## src/rtl/ma_pkg.sv

```systemverilog
// Shared encodings for the memory-access stage: access sizes, FSM states and
// byte-enable patterns, plus the alignment rule used when an access is offered.
package ma_pkg;

    localparam logic [1:0] MEM_NONE = 2'b00;
    localparam logic [1:0] MEM_B    = 2'b01;
    localparam logic [1:0] MEM_H    = 2'b10;
    localparam logic [1:0] MEM_W    = 2'b11;

    localparam logic [1:0] ST_IDLE   = 2'd0;
    localparam logic [1:0] ST_ACCESS = 2'd1;
    localparam logic [1:0] ST_DONE   = 2'd2;

    localparam logic [3:0] BE_NONE = 4'b0000;
    localparam logic [3:0] BE_BYTE = 4'b0001;
    localparam logic [3:0] BE_HALF = 4'b0011;
    localparam logic [3:0] BE_WORD = 4'b1111;

    function automatic logic isMisaligned(input logic [1:0] size, input logic [1:0] addrLo);
        return ((size == MEM_H) && addrLo[0]) || ((size == MEM_W) && (addrLo != 2'b00));
    endfunction

endpackage

```

## src/rtl/ma_load_align.sv

```systemverilog
// Load formatter: picks the addressed byte/half lane out of the memory word
// and sign- or zero-extends it to 32 bits.
module ma_load_align
    import ma_pkg::*;
(
    input  logic [31:0] readData_i,
    input  logic [1:0]  addrLo_i,
    input  logic [1:0]  memRead_i,
    input  logic        loadUnsigned_i,
    output logic [31:0] result_o
);

    logic [7:0]  byteLane;
    logic [15:0] halfLane;

    always_comb begin
        case (addrLo_i)
            2'd0:    byteLane = readData_i[7:0];
            2'd1:    byteLane = readData_i[15:8];
            2'd2:    byteLane = readData_i[23:16];
            default: byteLane = readData_i[31:24];
        endcase
        halfLane = addrLo_i[1] ? readData_i[31:16] : readData_i[15:0];

        // Word loads ignore loadUnsigned_i; there is nothing to extend.
        case (memRead_i)
            MEM_B:   result_o = loadUnsigned_i ? {24'd0, byteLane} : {{24{byteLane[7]}}, byteLane};
            MEM_H:   result_o = loadUnsigned_i ? {16'd0, halfLane} : {{16{halfLane[15]}}, halfLane};
            default: result_o = readData_i;
        endcase
    end

endmodule

```

## src/rtl/ma_dmem_ctrl.sv

```systemverilog
// Memory-access stage controller: steers stores, issues one request per
// instruction to a multi-cycle data memory, times it out, and formats loads.
module ma_dmem_ctrl
    import ma_pkg::*;
#(
    parameter int TIMEOUT_CYCLES = 64
)
(
    input  logic        CLK,
    input  logic        RESET,
    input  logic [31:0] ADDRESS,
    input  logic [31:0] WRITE_DATA,
    input  logic [1:0]  MEM_WRITE,
    input  logic [1:0]  MEM_READ,
    input  logic        LOAD_UNSIGNED,
    output logic [31:0] DMEM_ADDR,
    output logic [31:0] DMEM_WDATA,
    output logic [3:0]  DMEM_BYTE_EN,
    output logic        DMEM_READ,
    output logic        DMEM_WRITE,
    input  logic [31:0] DMEM_READDATA,
    input  logic        DMEM_READY,
    output logic [31:0] READ_DATA,
    output logic        BUSYWAIT,
    output logic        MISALIGNED,
    output logic        MEM_FAULT
);

    localparam int CW = $clog2(TIMEOUT_CYCLES + 1);
    localparam logic [CW-1:0] CNT_LOAD = CW'(TIMEOUT_CYCLES);

    logic [1:0]    state_q, state_d;
    logic [CW-1:0] cnt_q, cnt_d;
    logic [31:0]   dmemAddr_q, dmemAddr_d;
    logic [31:0]   dmemWdata_q, dmemWdata_d;
    logic [3:0]    dmemBe_q, dmemBe_d;
    logic          dmemRead_q, dmemRead_d;
    logic          dmemWrite_q, dmemWrite_d;
    logic [31:0]   readData_q, readData_d;
    logic          fault_q, fault_d;
    logic [1:0]    addrLo_q, addrLo_d;
    logic [1:0]    loadType_q, loadType_d;
    logic          loadUnsigned_q, loadUnsigned_d;

    logic          isStore;
    logic [1:0]    opSize;
    logic          opPresent;
    logic          opMisaligned;
    logic          startOp;
    logic [31:0]   wdataSteer;
    logic [3:0]    beSteer;
    logic [31:0]   alignedData;

    // A store takes priority over a simultaneous load, so its size decides alignment.
    assign isStore      = (MEM_WRITE != MEM_NONE);
    assign opSize       = isStore ? MEM_WRITE : MEM_READ;
    assign opPresent    = (opSize != MEM_NONE);
    assign opMisaligned = isMisaligned(opSize, ADDRESS[1:0]);
    assign startOp      = (state_q == ST_IDLE) && opPresent && !opMisaligned;

    assign BUSYWAIT   = RESET && (startOp || (state_q == ST_ACCESS));
    assign MISALIGNED = RESET && (state_q == ST_IDLE) && opPresent && opMisaligned;

    always_comb begin
        case (opSize)
            MEM_B: begin
                wdataSteer = {4{WRITE_DATA[7:0]}};
                beSteer    = BE_BYTE << ADDRESS[1:0];
            end
            MEM_H: begin
                wdataSteer = {2{WRITE_DATA[15:0]}};
                beSteer    = BE_HALF << {ADDRESS[1], 1'b0};
            end
            MEM_W: begin
                wdataSteer = WRITE_DATA;
                beSteer    = BE_WORD;
            end
            default: begin
                wdataSteer = WRITE_DATA;
                beSteer    = BE_NONE;
            end
        endcase
    end

    ma_load_align u_load_align (
        .readData_i     (DMEM_READDATA),
        .addrLo_i       (addrLo_q),
        .memRead_i      (loadType_q),
        .loadUnsigned_i (loadUnsigned_q),
        .result_o       (alignedData)
    );

    always_comb begin
        state_d        = state_q;
        cnt_d          = cnt_q;
        dmemAddr_d     = dmemAddr_q;
        dmemWdata_d    = dmemWdata_q;
        dmemBe_d       = dmemBe_q;
        dmemRead_d     = dmemRead_q;
        dmemWrite_d    = dmemWrite_q;
        readData_d     = readData_q;
        fault_d        = 1'b0;
        addrLo_d       = addrLo_q;
        loadType_d     = loadType_q;
        loadUnsigned_d = loadUnsigned_q;

        case (state_q)
            ST_IDLE: begin
                if (startOp) begin
                    state_d        = ST_ACCESS;
                    cnt_d          = CNT_LOAD;
                    dmemAddr_d     = {ADDRESS[31:2], 2'b00};
                    dmemWdata_d    = wdataSteer;
                    dmemBe_d       = beSteer;
                    dmemRead_d     = !isStore;
                    dmemWrite_d    = isStore;
                    addrLo_d       = ADDRESS[1:0];
                    loadType_d     = MEM_READ;
                    loadUnsigned_d = LOAD_UNSIGNED;
                end
            end
            ST_ACCESS: begin
                // READY is checked first so a completion on the last allowed cycle is not a fault.
                if (DMEM_READY) begin
                    if (dmemRead_q) begin
                        readData_d = alignedData;
                    end
                    dmemRead_d  = 1'b0;
                    dmemWrite_d = 1'b0;
                    state_d     = ST_DONE;
                end else if (cnt_q == CW'(1)) begin
                    dmemRead_d  = 1'b0;
                    dmemWrite_d = 1'b0;
                    fault_d     = 1'b1;
                    state_d     = ST_DONE;
                end else begin
                    cnt_d = cnt_q - CW'(1);
                end
            end
            default: state_d = ST_IDLE;
        endcase
    end

    always_ff @(posedge CLK) begin
        if (!RESET) begin
            state_q        <= ST_IDLE;
            cnt_q          <= '0;
            dmemAddr_q     <= '0;
            dmemWdata_q    <= '0;
            dmemBe_q       <= BE_NONE;
            dmemRead_q     <= 1'b0;
            dmemWrite_q    <= 1'b0;
            readData_q     <= '0;
            fault_q        <= 1'b0;
            addrLo_q       <= 2'b00;
            loadType_q     <= MEM_NONE;
            loadUnsigned_q <= 1'b0;
        end else begin
            state_q        <= state_d;
            cnt_q          <= cnt_d;
            dmemAddr_q     <= dmemAddr_d;
            dmemWdata_q    <= dmemWdata_d;
            dmemBe_q       <= dmemBe_d;
            dmemRead_q     <= dmemRead_d;
            dmemWrite_q    <= dmemWrite_d;
            readData_q     <= readData_d;
            fault_q        <= fault_d;
            addrLo_q       <= addrLo_d;
            loadType_q     <= loadType_d;
            loadUnsigned_q <= loadUnsigned_d;
        end
    end

    assign DMEM_ADDR    = dmemAddr_q;
    assign DMEM_WDATA   = dmemWdata_q;
    assign DMEM_BYTE_EN = dmemBe_q;
    assign DMEM_READ    = dmemRead_q;
    assign DMEM_WRITE   = dmemWrite_q;
    assign READ_DATA    = readData_q;
    assign MEM_FAULT    = fault_q;

endmodule
```

## config.mk

```make
export PLATFORM = sky130hd
export DESIGN_NAME = ma_dmem_ctrl
export DESIGN_NICKNAME = d
export VERILOG_FILES = /design/src/rtl/ma_pkg.sv /design/src/rtl/ma_load_align.sv /design/src/rtl/ma_dmem_ctrl.sv
export SDC_FILE = /design/constraint.sdc
export NUM_CORES = 1
export LEC_CHECK = 0
export CELL_PAD_IN_SITES_DETAIL_PLACEMENT = 2
export CELL_PAD_IN_SITES_GLOBAL_PLACEMENT = 2
export CORE_MARGIN = 2
export CORE_UTILIZATION = 21
export CTS_CLUSTER_DIAMETER = 120
export CTS_CLUSTER_SIZE = 40
export DETAILED_ROUTE_END_ITERATION = 6
export PLACE_DENSITY_LB_ADDON = 0.15
export SLEW_MARGIN = 20
export SYNTH_ARGS = -nofsm -noshare
export SYNTH_HDL_FRONTEND = slang
export SYNTH_HIERARCHICAL = 1
export SYNTH_SLANG_ARGS = --single-unit
```

## constraint.sdc

```tcl
create_clock -name CLK -period 1.8 [get_ports CLK]
set_input_delay 0.18 -clock CLK [delete_from_list [all_inputs] [get_ports CLK]]
set_output_delay 0.18 -clock CLK [all_outputs]
set_load 0.05 [all_outputs]
```

==> flow_metrics.tcl <==
set metrics [dict create \
    clkLatencyLatePin_ps 420 \
    power_mw 9.15 \
    seq_area_um2 2310 \
    crit_path_top_delay_cell "clkdlybuf4s50_1" \
    status "finished clean" \
    cpPeakStageDelay_ps 810 \
    hold_path.class "input port to flop" \
    ys_seq_elements 115 \
    holdWs_ps 228 \
    grt_pass1_wl_um 35300 \
    cts-buffers-inserted 17 \
    synth_warnings 6 \
    dpl_worst_slack_ps -663 \
    grt_max_degree 47 \
    route.detailed.drc 0 \
    fin_nets 1043 \
    drtIter0Drc 181 \
    die_height_um 164 \
    place_hpwl_um 17500 \
    wl_per_cell_um 18.2 \
    crit_path_start_kind "flop" \
    post-route-util 0.354 \
    avgViaCountPerCell 4.65 \
    num_antenna_cells 0 \
    criticalPathCategory "flop to output pin" \
    core_um2 25100 \
    ir_drop_v 0.000583 \
    num_rows 58 \
    crit_chain "clkdlybuf4s50_1" \
    synth_edf_count 0 \
    finalHoldViolCount 0 \
    start_util 0.214 \
    overflow 0 \
    crit_fanout 2 \
    crit_family "buffers and inverters" \
    drtAntennaViolNets 0 \
    synth_seq_area_share 0.429 \
    drt_wl_total_um 23200 \
    ys.flop_type "dfxtp_1" \
    die_area_um2 26800 \
    end_kind "output pin" \
    p_leak_nw 3.74 \
    multi_input_area_um2 2870 \
    worst_slew_margin_rel 0.616 \
    fp.dieW_um 164 \
    finalClockSkew_ps 7.08 \
    grt_setup_unrepaired "yes" \
    async_flop_share 0 \
    final-max-slew-violation-count 0 \
    htree_levels 4 \
    syn_area_um2 5360 \
    track_usage 0.171 \
    worstPathRequired_ps 1620 \
    r2r_setup_slack_ps 80 \
    synth.distinct_cells 53 \
    drive_gt1_frac 0.176 \
    clockBufferDepth 2 \
    io_pins 209 \
    fin_crit_ps 1770 \
    layout_setup_ws_ps 34.6 \
    path_clk_slew_ps 60 \
    critical_path_buf_inv_count 1 \
    max_freq_ghz 0.566 \
    synthCells 699 \
    cts_tree "done" \
    drtPass1Iterations 4 \
    max-cap-violations 0 \
    tightest_slew_ps 578 \
    area_growth_pct 65.8 \
    gp_congestion 0.846 \
    cts-hold-fix-buffers 0 \
    tns_ps 0 \
    via_count 5923 \
    portBuffers 206 \
    power_density_nw_per_um2 1030 \
    clock-root-buffer "clkbuf_16" \
    fillCellCount 2866 \
    grt_pass1_vias 6563 \
    worstPathArrival_ps 1590 \
    syn_area_per_cell_um2 7.67 \
    cts.sinks 115 \
    period_share 0.981 \
    antenna_found_initial 0 \
    setup_viol 0 \
]
[state kept, by name, indices dropped and copies added (netlist names)]
| name | count |
|---|---|
| loadType_q | 2 |
| DMEM_WDATA | 32 |
| DMEM_WRITE | 1 |
| loadUnsigned_q | 1 |
| MEM_FAULT | 1 |
| DMEM_READ | 1 |
| DMEM_ADDR | 30 |
| READ_DATA | 32 |
| state_q | 2 |
| addrLo_q | 2 |
| cnt_q | 7 |
| DMEM_BYTE_EN | 4 |
[kinds of logic after synthesis]
| family | count (synthesis) | share of synthesized area |
|---|---|---|
| flops | 115 | 0.429 |
| buf+inv | 69 | 0.0635 |
| mux | 11 | 0.0231 |
| compound gates | 203 | 0.228 |
| other cells | 1 | 0.000699 |
| fa+ha+maj | 8 | 0.0187 |
| simple gates | 292 | 0.237 |
[power breakdown]
part	internal, mW	switching, mW	total (mW)
clock network	2.27	1.25	3.52
logic	1.09	1.66	2.75
registers	2.75	0.136	2.88
total	6.11	3.05	9.15
[layout make-up]
cell class | count | area share
multi-input combinational | 516 | 0.322
timing repair buffer | 269 | 0.299
sequential | 115 | 0.260
clock buffer | 21 | 0.0529
tap | 330 | 0.0464
clock inverter | 10 | 0.0148
inverter | 12 | 0.00521
[what timing repair did]
item                       4_1_cts  5_1_grt
setup buffers                    2        3
setup endpoints to repair       91       53
pin swaps                        4        6
gates resized for setup         32       48
gates cloned                     0        0
[metrics by stage]
step	cell area, um2	cells
floorplan	5390	700
global placement	8080	1237
detailed placement	8080	1237
CTS	8720	1270
global route	8890	1273
finish	8890	1273
[cells in the final DEF, fill, tap and decap left out, types with 3 or more instances in the layout]
cell type / instances
o2bb2ai_1: 7
nor2_1: 20
clkbuf_16: 17
clkdlybuf4s50_1: 142
a21oi_1: 124
mux2i_1: 3
nand2_1: 201
ha_1: 3
dfxtp_2: 3
a21oi_2: 7
dlygate4sd2_1: 15
dfxtp_1: 111
nor3_2: 3
buf_12: 10
nand3_1: 6
nand2b_1: 4
buf_4: 74
clkinv_2: 6
nor2b_1: 21
o211ai_1: 16
dlymetal6s2s_1: 25
o21ai_0: 5
inv_1: 8
mux2_2: 7
a311oi_1: 10
a22oi_1: 17
bufinv_16: 3
inv_2: 3
clkbuf_8: 3
ha_4: 4
nor3_1: 13
[Yosys cell counts (all sizes together) (3+ instances only)]
cell type | n | area (um2)
nand2 | 201 | 754
nor2b | 23 | 149
o22ai | 3 | 25.0
nand3 | 7 | 35.0
mux2 | 8 | 93.8
nor2 | 23 | 86.3
nand2b | 5 | 31.3
a21oi | 131 | 659
o21ai | 7 | 46.3
nor3 | 17 | 101
dfxtp | 115 | 2300
o211ai | 16 | 120
clkbuf | 28 | 105
mux2i | 3 | 30.0
inv | 12 | 45.0
a311oi | 10 | 87.6
buf | 29 | 190
ha | 8 | 100
o2bb2ai | 7 | 61.3
a22oi | 17 | 128
[worst paths after layout]
kind	startpoint	end	cells past startpoint
max	DMEM_WDATA[9]$_SDFFE_PN0P_	DMEM_WDATA[9]	1
min	MEM_WRITE[1]	DMEM_READ$_SDFFE_PN0P_	3
max reg2reg	loadType_q[1]$_SDFFE_PN0P_	READ_DATA[23]$_SDFFE_PN0P_	9
min reg2reg	DMEM_WDATA[13]$_SDFFE_PN0P_	DMEM_WDATA[13]$_SDFFE_PN0P_	2
[routing by layer]
| metal | wire length (um) | track usage | part of all wire | up-vias |
|---|---|---|---|---|
| met2 | 12100 | 0.315 | 0.52 | 157 |
| li1 | - | - | - | 2858 |
| met1 | 8990 | 0.182 | 0.39 | 2889 |
| met5 | 0 | 0 | 0 | - |
| met4 | 236 | 0.0467 | 0.010 | 0 |
| met3 | 1890 | 0.0646 | 0.082 | 19 |
Note: power is estimated with default switching activity, not from simulation.
